[src/rtl/fsm_scan_ctrl.sv]
// fsm_scan_ctrl: serial test-port front end for the controller FSM.
// Each frame carries 6 bits on sdi while sframe is high: a command bit
// (1 = write, 0 = read) and then a 5-bit value, MSB first. A write issues one
// scan_en pulse that loads the value into the FSM. A read captures the live
// state and shifts it out on sdo. All outputs are registered.
module fsm_scan_ctrl #(
  parameter int SW        = 5,
  parameter int MAX_STATE = 30
) (
  input  logic          clk,
  input  logic          reset,
  input  logic          sframe,
  input  logic          sdi,
  input  logic [SW-1:0] state,
  output logic          scan_en,
  output logic [SW-1:0] scan_state,
  output logic          sdo,
  output logic          sdo_valid,
  output logic          busy,
  output logic          err
);

  localparam int            CW    = $clog2(SW + 1);
  localparam logic [SW-1:0] MAX_V = SW'(MAX_STATE);
  localparam logic [CW-1:0] LAST  = CW'(SW - 1);

  typedef enum logic [1:0] {S_IDLE, S_SHIFT, S_APPLY, S_OUT} fsm_t;

  fsm_t          fsm;
  logic          sframe_q;
  logic          cmd;
  logic [SW-1:0] shreg;
  logic [CW-1:0] bit_cnt;
  logic [SW-1:0] shift_next;

  assign shift_next = {shreg[SW-2:0], sdi};

  // Frame decoder, scan strobe generator and read-back serialiser in one FSM.
  always_ff @(posedge clk or negedge reset) begin
    if (!reset) begin
      fsm        <= S_IDLE;
      sframe_q   <= 1'b0;
      cmd        <= 1'b0;
      shreg      <= '0;
      bit_cnt    <= '0;
      scan_en    <= 1'b0;
      scan_state <= '0;
      sdo        <= 1'b0;
      sdo_valid  <= 1'b0;
      busy       <= 1'b0;
      err        <= 1'b0;
    end else begin
      sframe_q <= sframe;
      scan_en  <= 1'b0;
      err      <= 1'b0;
      case (fsm)
        S_IDLE: begin
          // Only a sampled rising edge opens a frame; a held-high strobe does not.
          if (sframe && !sframe_q) begin
            cmd     <= sdi;
            bit_cnt <= '0;
            busy    <= 1'b1;
            fsm     <= S_SHIFT;
          end
        end
        S_SHIFT: begin
          if (!sframe) begin
            // Strobe dropped before all data bits arrived: discard the frame.
            err  <= 1'b1;
            busy <= 1'b0;
            fsm  <= S_IDLE;
          end else begin
            shreg   <= shift_next;
            bit_cnt <= bit_cnt + CW'(1);
            if (bit_cnt == LAST) begin
              bit_cnt <= '0;
              if (cmd) begin
                if (shift_next > MAX_V) begin
                  err  <= 1'b1;
                  busy <= 1'b0;
                  fsm  <= S_IDLE;
                end else begin
                  scan_en    <= 1'b1;
                  scan_state <= shift_next;
                  fsm        <= S_APPLY;
                end
              end else begin
                // MSB goes out now; the rest waits in shreg, left-justified.
                sdo       <= state[SW-1];
                shreg     <= {state[SW-2:0], 1'b0};
                sdo_valid <= 1'b1;
                fsm       <= S_OUT;
              end
            end
          end
        end
        S_APPLY: begin
          // sframe_q is always 1 here, so a high sframe means an overlong frame.
          err  <= sframe;
          busy <= 1'b0;
          fsm  <= S_IDLE;
        end
        S_OUT: begin
          // First cycle: held-over strobe; later cycles: a fresh rising edge.
          err <= sframe && ((bit_cnt == '0) || !sframe_q);
          if (bit_cnt == LAST) begin
            sdo       <= 1'b0;
            sdo_valid <= 1'b0;
            busy      <= 1'b0;
            bit_cnt   <= '0;
            fsm       <= S_IDLE;
          end else begin
            sdo     <= shreg[SW-1];
            shreg   <= {shreg[SW-2:0], 1'b0};
            bit_cnt <= bit_cnt + CW'(1);
          end
        end
        default: begin
          busy <= 1'b0;
          fsm  <= S_IDLE;
        end
      endcase
    end
  end

endmodule
[config.mk]
export PLATFORM = sky130hd
export DESIGN_NAME = fsm_scan_ctrl
export DESIGN_NICKNAME = d
export VERILOG_FILES = /design/src/rtl/fsm_scan_ctrl.sv
export SDC_FILE = /design/constraint.sdc
export NUM_CORES = 1
export LEC_CHECK = 0
export CELL_PAD_IN_SITES_DETAIL_PLACEMENT = 1
export CELL_PAD_IN_SITES_GLOBAL_PLACEMENT = 1
export CORE_MARGIN = 2
export CORE_UTILIZATION = 25
export CTS_BUF_LIST = sky130_fd_sc_hd__clkbuf_8
export DETAILED_ROUTE_END_ITERATION = 10
export GPL_TIMING_DRIVEN = 1
export PLACE_DENSITY = 0.59
export SYNTH_ARGS = -nofsm -noshare
export SYNTH_HDL_FRONTEND = slang
export SYNTH_SLANG_ARGS = --single-unit
export TNS_END_PERCENT = 50
[constraint.sdc]
create_clock -name clk -period 2.6 [get_ports clk]
set_input_delay 0.52 -clock clk [delete_from_list [all_inputs] [get_ports clk]]
set_output_delay 0.52 -clock clk [all_outputs]
set_load 0.05 [all_outputs]
## Yosys cells after proc, flatten, opt, wreduce, memory -nomap -nowiden

Cells that the tools add are included.

- Register bits: 22
- Bits in latches: 0
- Memory bits (writable): 0
- ROM bits: 0
- Bits of input ports: 9
- Output and inout port bits: 10
- Word-level logic and storage cells: 85
- Memories: 0

- Add/sub/neg operators: 1
- Multiply operators: 0
- Div/mod/pow operators: 0
- Order comparisons: 1
- Equality and inequality tests: 13
- Shifts and indexed selects: 0
- Mux-type cells: 42
- Bitwise gates (word level): 1
- Reductions and logical operators: 16

Operators by type and width:

| operator | number |
|---|---|
| 2-to-1 mux 1 bit | 22 |
| 2-to-1 mux 5 bit | 4 |
| AND reduction 5 bit | 3 |
| 2-to-1 mux 2 bit | 6 |
| != test 2 bit, second input constant | 6 |
| one-hot mux 5 bit (2 select lines) | 1 |
| 2-to-1 mux 3 bit | 3 |
| != test 3 bit, second input constant | 3 |
| one-hot mux 3 bit (3 select lines) | 1 |
| AND reduction 3 bit | 3 |
| one-hot mux 2 bit (4 select lines) | 1 |
| greater-than comparator 5 bit, second input constant | 1 |
| equality test 2 bit, second input constant | 2 |
| one-hot mux 1 bit (2 select lines) | 2 |
| one-hot mux 1 bit (4 select lines) | 1 |
| AND reduction 4 bit | 1 |
| adder 3 x 1 -> 3 bit, second input constant | 1 |
| equality test 3 bit, second input constant | 1 |
| zero test 3 bit | 1 |
| one-hot mux 1 bit (3 select lines) | 1 |
| nonzero test 3 bit | 1 |
| equality test 2 x 1 -> 1 bit, second input constant | 1 |
| logical AND 1 bit | 2 |
| zero test 2 bit | 1 |
| other kinds (5) | 5 |

## Logic depth before layout (Yosys ltp)

Gate-level depths: netlist of run 1.

- Depth in word-level cells: 6
- Gate-level depth with buffers: 7
- Depth with buffers taken out: 5

## Worst setup path after synthesis of run 1

Ideal clock, no wire load.

- Path kind: register to register
- From: register bit_cnt[0]
- To: register shreg[0]
- Library setup time: 125 ps
- Arrival time: 1546 ps
- Path slack: 929 ps
- Stages on the path, launching flop included: 8
- Path buffers: 2
- Period minus slack after synthesis: 1671 ps
- Path through: dfrtp_1 -> inv_1 -> ha_1 -> buf_2 -> and2_1 -> buf_2 -> a21oi_2 -> mux2_2

- Word-level cells in the longest chain between the ends: 4

RTL lines:

| what | line | text |
|---|---|---|
| start: declaration | 33 | `logic [CW-1:0] bit_cnt;` |
| start signal: assignment | 74 | `bit_cnt <= bit_cnt + CW'(1);` |
| start signal: assignment | 115 | `bit_cnt <= bit_cnt + CW'(1);` |
| equality test 3 bit * | 75, 106 |  |
| 2-to-1 mux 5 bit | 75 | `if (bit_cnt == LAST) begin` |
| 2-to-1 mux 5 bit | 67 | `if (!sframe) begin` |
| one-hot mux 5 bit (2 select lines) | 56 | `case (fsm)` |
| end signal: assignment | 73 | `shreg <= shift_next;` |
| end signal: assignment | 90 | `shreg <= {state[SW-2:0], 1'b0};` |
| end signal: assignment | 114 | `shreg <= {shreg[SW-2:0], 1'b0};` |
| end: declaration | 32 | `logic [SW-1:0] shreg;` |

Mark *: on every way between the ends. The rest lies on a longest branch, timed or not. The select of a mux whose other input is x is not followed.
A chain may end at the register's enable or synchronous reset.

## Final worst setup path of run 1

- From: register scan_state[4]
- To: output port scan_state[4]

RTL lines:

| what | line | text |
|---|---|---|
| start: declaration | 16 | `output logic [SW-1:0] scan_state,` |
| start signal: assignment | 84 | `scan_state <= shift_next;` |

No word-level cell between the ends.

==> results of run 1 <==
==> synthesized netlist by cell type <==
| library cell | instances |
|---|---|
| sky130_fd_sc_hd__dfrtp_1 | 22 |
| sky130_fd_sc_hd__mux2_2 | 9 |
| sky130_fd_sc_hd__nand3_1 | 8 |
| sky130_fd_sc_hd__buf_2 | 7 |
| sky130_fd_sc_hd__o21ai_0 | 7 |
| sky130_fd_sc_hd__a21oi_1 | 5 |
| sky130_fd_sc_hd__a31oi_1 | 5 |
| sky130_fd_sc_hd__a31o_2 | 4 |
| sky130_fd_sc_hd__inv_1 | 4 |
| sky130_fd_sc_hd__nand2_1 | 4 |
| sky130_fd_sc_hd__and2_1 | 3 |
| sky130_fd_sc_hd__nor2_1 | 3 |
| sky130_fd_sc_hd__and3_1 | 2 |
| sky130_fd_sc_hd__and4b_1 | 2 |
| sky130_fd_sc_hd__ha_1 | 2 |
| sky130_fd_sc_hd__nand4_1 | 2 |
| sky130_fd_sc_hd__o211ai_1 | 2 |
| sky130_fd_sc_hd__a211oi_4 | 1 |
| sky130_fd_sc_hd__a21boi_0 | 1 |
| sky130_fd_sc_hd__a21oi_2 | 1 |
| sky130_fd_sc_hd__a22o_1 | 1 |
| sky130_fd_sc_hd__a41oi_1 | 1 |
| sky130_fd_sc_hd__and3b_1 | 1 |
| sky130_fd_sc_hd__clkbuf_2 | 1 |
| sky130_fd_sc_hd__nand2b_1 | 1 |
| sky130_fd_sc_hd__nand2b_4 | 1 |
| sky130_fd_sc_hd__nand3b_1 | 1 |
| sky130_fd_sc_hd__nor2b_1 | 1 |
| sky130_fd_sc_hd__nor3_1 | 1 |
| sky130_fd_sc_hd__o21a_1 | 1 |
| sky130_fd_sc_hd__o21bai_1 | 1 |
| sky130_fd_sc_hd__o22ai_1 | 1 |
| sky130_fd_sc_hd__o32a_1 | 1 |
| sky130_fd_sc_hd__or2_2 | 1 |
| sky130_fd_sc_hd__or3b_1 | 1 |
| sky130_fd_sc_hd__or3b_2 | 1 |
==> cell type report <==
class,instances,area share [%]
inverters,4,1.05
well taps,52,4.56
repair buffers,19,13.1
clock buffers,4,3.86
multi-input cells,76,38.8
flip-flops and latches,22,38.6
==> stage by stage <==
step / utilization (%) / power [uW]
finish: 32.3 / 1100
global route: 32.3 / 1170
CTS: 32.3 / 1120
detailed placement: 31.1 / 863
global placement: 31.1 / 850
floorplan: - / 726
==> power by group through the flow <==
stage               clock network (uW)  registers [uW]  logic (uW)
floorplan                            0             562         164
global placement                     0             486         364
detailed placement                   0             489         374
CTS                                258             482         375
global route                       274             497         400
finish                             249             480         371
==> registers in the layout, summed over array words and instances (netlist names) <==
| name | cells |
|---|---|
| fsm | 2 |
| cmd | 1 |
| sdo_valid | 1 |
| err | 1 |
| scan_en | 1 |
| busy | 1 |
| sframe_q | 1 |
| scan_state | 5 |
| shreg | 5 |
| bit_cnt | 3 |
| sdo | 1 |
==> routing by layer <==
layer  vias to the layer above  wire length, um
met3                         6              112
li1                        439                -
met2                        29             1440
met5                         -                0
met1                       454             1400
met4                         0               52
==> kinds of logic (layout without fill, tap and decap cells) <==
family,count (synthesis),after routing,synth area share (%)
AND/OR/NAND/NOR,33,33,17.4
AO/OA/AOI/OAI,32,32,19.5
flip-flops,22,22,47.5
buffers and inverters,12,27,4.75
multiplexers,9,9,8.74
adder cells (fa/ha/maj),2,2,2.16
==> worst paths after layout <==
path | slack, ps | start | end
setup / recovery | 620 | scan_state[4] | scan_state[4]
hold reg to reg | 500 | busy | busy
min in group asynchronous | 610 | reset | fsm[0]
hold / removal | 500 | busy | busy
setup reg to reg | 730 | bit_cnt[1] | scan_state[1]
max in group asynchronous | 1760 | reset | scan_state[3]
==> impl_metrics.py, run 1 <==
metrics = {
    "status": {
        "run_status": "complete, no violations",
    },
    "floorplan": {
        "die_height_um": 72.1,
        "start_util_pct": 26.3,
        "die_area_um2": 5200,
        "core_area_um2": 4410,
        "core.rowCount": 24,
        "fp.dieW_um": 72.1,
        "io_pins": 19,
    },
    "global_route": {
        "vias_in_the_first_global_route": 959,
        "overflow": 0,
        "grt_use_total_pct": 12.6,
        "grt_first_pass_wirelength_um": 5190,
        "antenna_found_initial": 0,
        "gr-usage-met1_pct": 17.2,
        "global_route.peak_usage_layer": "met2",
        "grt_start_max_net_pins": 23,
        "groute.layer.met3.usage_pct": 2.78,
        "met2_routing_resource_usage_after_global_routing_pct": 20.1,
    },
    "logic_synthesis": {
        "synth_top_area_cell": "sky130_fd_sc_hd__dfrtp_1",
        "yosys.cell_types.count": 36,
        "synthesis.area_per_instance_um2": 10.5,
        "synth_top_cells_by_area": "sky130_fd_sc_hd__dfrtp_1 47%, sky130_fd_sc_hd__mux2_2 8.7%, sky130_fd_sc_hd__nand3_1 3.5%",
        "syn-num-nets": 121,
        "syn-cell-area_um2": 1160,
        "synth_top_area_share_pct": 47.5,
        "postSynthCellCount": 110,
        "ys.warnings.count": 0,
        "synth_sequential_area_ratio_pct": 47.5,
        "ys_ff_latch": 22,
    },
    "timing": {
        "final.setup_skew_ps": 7.47,
        "fin_worst_hold_slack_ps": 503,
        "postLayoutSetupSlackWorst_ps": 621,
        "timing.final.max_slew_violations": 0,
        "relSlewSlack_pct": 63.0,
        "timing.fmax_mhz": 505,
        "fin_crit_ps": 1980,
        "period_share_pct": 76.1,
        "setup-tns-final_ps": 0,
        "max_slew.worst_pin.slew_ps": 554,
        "timing_hold_violations_final": 0,
        "unrepaired_setup_endpoints_after_global_routing": "no",
        "finalSetupViolations": 0,
    },
    "cts": {
        "cts.clk_slew.worst_paths_ps": 80,
        "cts-buffers-inserted": 3,
        "postCtsSetupRepairBufs": 0,
        "cts_max_path_buffers": 2,
        "worstSkewPairLatency_ps": 260,
        "tritoncts": "yes",
        "cts_max_level": 1,
        "clkSinkCount": 22,
        "total_of_cells_resized_after_clock_tree_synthesis": 0,
        "cts_hold_buffers": 0,
        "clock_tree.root_cell": "sky130_fd_sc_hd__clkbuf_8",
    },
    "layout": {
        "drive_above_1_share_pct": 18.4,
        "postLayoutCellArea_um2": 1430,
        "multi_input_comb_area_um2": 554,
        "syn_to_final_growth_pct": 23.1,
        "mostFrequentLayoutCell": "sky130_fd_sc_hd__dfrtp_1",
        "fillCellCount": 485,
        "layout.area.seq_um2": 551,
        "antenna-diode-count": 0,
        "most-common-layout-cells": "22 x sky130_fd_sc_hd__dfrtp_1, 18 x sky130_fd_sc_hd__clkdlybuf4s50_1, 9 x sky130_fd_sc_hd__mux2_2",
        "nets": 137,
        "final_cells": 177,
    },
    "pwr": {
        "power.switching_uw": 407,
        "irDropWorstVdd_mv": 0.265,
        "share_clk_of_total_power_pct": 22.7,
        "power_density_nw_per_um2": 771,
        "p_seq_share_pct": 43.6,
        "p_comb_share_pct": 33.7,
        "internal_power_of_the_cells_uw": 693,
        "static-leakage-power_uw": 0.000583,
        "power.switching_fraction_pct": 37.0,
    },
    "placed_design": {
        "placedInstanceArea_um2": 1370,
        "numPortBuffers": 18,
        "routabilityCongestion": 0.829,
        "place_hpwl_um": 2220,
        "place_ws_ps": 372,
        "dpl.cell_count": 173,
    },
    "worst_setup_path": {
        "critical_path_required_ps": 2080,
        "r2r_cells": 5,
        "worstPathArrival_ps": 1460,
        "worst-path-buf-inv": 1,
        "critical_path_class": "flop to primary output",
        "timing.critical_path.cells": "clkdlybuf4s50_1",
        "timing.critical_path.max_delay_family": "buffers and inverters",
        "worst_setup_path_start_kind": "flop",
        "critical_path_peak_fanout": 2,
        "crit_cells": 1,
        "crit_slowest_cell": "sky130_fd_sc_hd__clkdlybuf4s50_1",
        "cpPeakStageDelay_ps": 820,
        "timing.critical_path.to_type": "primary output",
    },
    "run": {
        "timing.max_cap.violations": 0,
    },
    "detailed_routing": {
        "via_count": 928,
        "drc_violation_count_after_routing": 0,
        "via_per_inst": 5.24,
        "route.antenna.remaining_nets": 0,
        "drtPass1Iterations": 4,
        "dr.first_iter.drc_count": 33,
        "postRouteWirelength_um": 3010,
        "avgRoutedWirePerCell_um": 17.0,
    },
    "min_path": {
        "hold_depth": 1,
        "path_class_of_the_lowest_slack_min_delay_path": "flop to flop",
    },
}
Power figures use the tool's default switching activity.
==> run 2: changes to the inputs <==
==> constraint.sdc (replaced) <==
create_clock -name clk -period 2.1 [get_ports clk]
set_input_delay 0.42 -clock clk [delete_from_list [all_inputs] [get_ports clk]]
set_output_delay 0.42 -clock clk [all_outputs]
set_load 0.05 [all_outputs]
==> run 2 against run 1 <==
  * Register-to-register slack worse by 470 ps
  * Worst setup slack got worse by 390 ps
  * Combinational power rose by 23%
  * Clock power rose by 7%
  * Hold slack gained 2.9 ps
  * Utilization about the same
==> impl_metrics.py, run 2 (same netlist as run 1, synthesis figures left out) <==
metrics = {
    "status": {
        "run_status": "complete, no violations",
    },
    "layout": {
        "antenna-diode-count": 0,
        "nets": 139,
        "drive_above_1_share_pct": 19.0,
        "fillCellCount": 493,
        "multi_input_comb_area_um2": 554,
        "postLayoutCellArea_um2": 1430,
        "final_cells": 178,
        "reg.largest.list": "scan_state x5, shreg x5, bit_cnt x3",
        "mostFrequentLayoutCell": "sky130_fd_sc_hd__dfrtp_1",
        "most-common-layout-cells": "22 x sky130_fd_sc_hd__dfrtp_1, 18 x sky130_fd_sc_hd__clkdlybuf4s50_1, 9 x sky130_fd_sc_hd__mux2_2",
        "layout.area.seq_um2": 551,
        "syn_to_final_growth_pct": 23.2,
    },
    "cts": {
        "cts-buffers-inserted": 3,
        "cts.clk_slew.worst_paths_ps": 80,
        "worstSkewPairLatency_ps": 270,
        "clkSinkCount": 22,
        "total_of_cells_resized_after_clock_tree_synthesis": 0,
        "cts_max_level": 1,
        "clock_tree.root_cell": "sky130_fd_sc_hd__clkbuf_8",
        "tritoncts": "yes",
        "postCtsSetupRepairBufs": 0,
        "cts_hold_buffers": 0,
        "cts_max_path_buffers": 2,
    },
    "floorplan": {
        "die_height_um": 72.1,
        "io_pins": 19,
        "fp.dieW_um": 72.1,
        "start_util_pct": 26.3,
        "core_area_um2": 4410,
        "die_area_um2": 5200,
        "core.rowCount": 24,
    },
    "worst_setup_path": {
        "worst_setup_path_start_kind": "flop",
        "critical_path_peak_fanout": 2,
        "cpPeakStageDelay_ps": 810,
        "timing.critical_path.cells": "clkdlybuf4s50_1",
        "r2r_cells": 5,
        "worstPathArrival_ps": 1450,
        "timing.rr.end": "scan_state[1]",
        "ff2ff_setup_slack_ps": 260,
        "crit_slowest_cell": "sky130_fd_sc_hd__clkdlybuf4s50_1",
        "timing.critical_path.max_delay_family": "buffers and inverters",
        "worst-path-buf-inv": 1,
        "critical_path_class": "flop to primary output",
        "timing.critical_path.to_type": "primary output",
        "worst_r2r_startpoint": "bit_cnt[1]",
        "critical_path_required_ps": 1680,
    },
    "detailed_routing": {
        "via_per_inst": 5.26,
        "via_count": 937,
        "route.antenna.remaining_nets": 0,
        "avgRoutedWirePerCell_um": 16.6,
        "dr.first_iter.drc_count": 65,
        "drtPass1Iterations": 4,
        "postRouteWirelength_um": 2950,
        "drc_violation_count_after_routing": 0,
    },
    "global_route": {
        "grt_first_pass_wirelength_um": 5270,
        "overflow": 0,
        "grt_use_total_pct": 12.9,
        "vias_in_the_first_global_route": 1052,
        "antenna_found_initial": 0,
        "grt_start_max_net_pins": 23,
    },
    "timing": {
        "period_share_pct": 88.9,
        "finalSetupViolations": 0,
        "fin_crit_ps": 1870,
        "timing_hold_violations_final": 0,
        "timing.fmax_mhz": 535,
        "timing.final.max_slew_violations": 0,
        "fin_worst_hold_slack_ps": 506,
        "max_slew.worst_pin.slew_ps": 561,
        "unrepaired_setup_endpoints_after_global_routing": "no",
        "relSlewSlack_pct": 62.6,
        "setup-tns-final_ps": 0,
        "final.setup_skew_ps": 5.17,
        "postLayoutSetupSlackWorst_ps": 232,
    },
    "placed_design": {
        "numPortBuffers": 18,
        "place_hpwl_um": 2130,
        "place_ws_ps": 36.0,
        "dpl.cell_count": 175,
        "placedInstanceArea_um2": 1390,
        "routabilityCongestion": 0.833,
    },
    "min_path": {
        "path_class_of_the_lowest_slack_min_delay_path": "input port to asynchronous set/reset pin",
    },
    "pwr": {
        "irDropWorstVdd_mv": 0.496,
        "power_density_nw_per_um2": 922,
        "static-leakage-power_uw": 0.000586,
    },
    "run": {
        "timing.max_cap.violations": 0,
    },
}
-- run 2: changes by cell type in the layout (fill, tap and decap cells not counted), sizes merged --
cell    before  now
buf          1    3
clkbuf       4    3
-- run 2: how the worst max path moves through the flow --
stage	from	end	slack, ps	cells after the start
finish	scan_state[4]	scan_state[4]	230	1
global route	bit_cnt[0]	scan_state[4]	80	5
CTS	scan_state[4]	scan_state[4]	220	1
detailed placement	sdi	scan_state[1]	40	4
global placement	sdi	scan_state[3]	100	4
floorplan	bit_cnt[0]	shreg[0]	430	7
-- run 2: layout make-up --
type,count,area share (%)
Sequential cell,22,38.5
Clock buffer,3,2.89
Inverter,4,1.05
Tap cell,52,4.55
Timing Repair Buffer,21,14.2
Multi-Input combinational cell,76,38.8
-- run 2: metrics by stage --
| stage | power (uW) | util (%) |
|---|---|---|
| after global routing | 1400 | 32.4 |
| after detailed placement | 1060 | 31.4 |
| after floorplan | 898 | - |
| after CTS | 1340 | 32.4 |
| after global placement | 1050 | 31.4 |
| final | 1320 | 32.4 |
-- run 2: power by group --
part | internal, uW | leakage (uW) | switching (uW)
registers | 509 | 0.000277 | 84.6
clock network | 128 | 0.0000216 | 139
logic | 185 | 0.000288 | 272
total | 822 | 0.000586 | 495
-- run 2: metal layers --
metal	vias up	part of all wire [%]	GRT usage, %
li1	438	-	-
met1	464	46	16.9
met2	24	47	20.1
met3	11	4.2	3.06
met4	0	3.1	6.08
met5	-	0	0
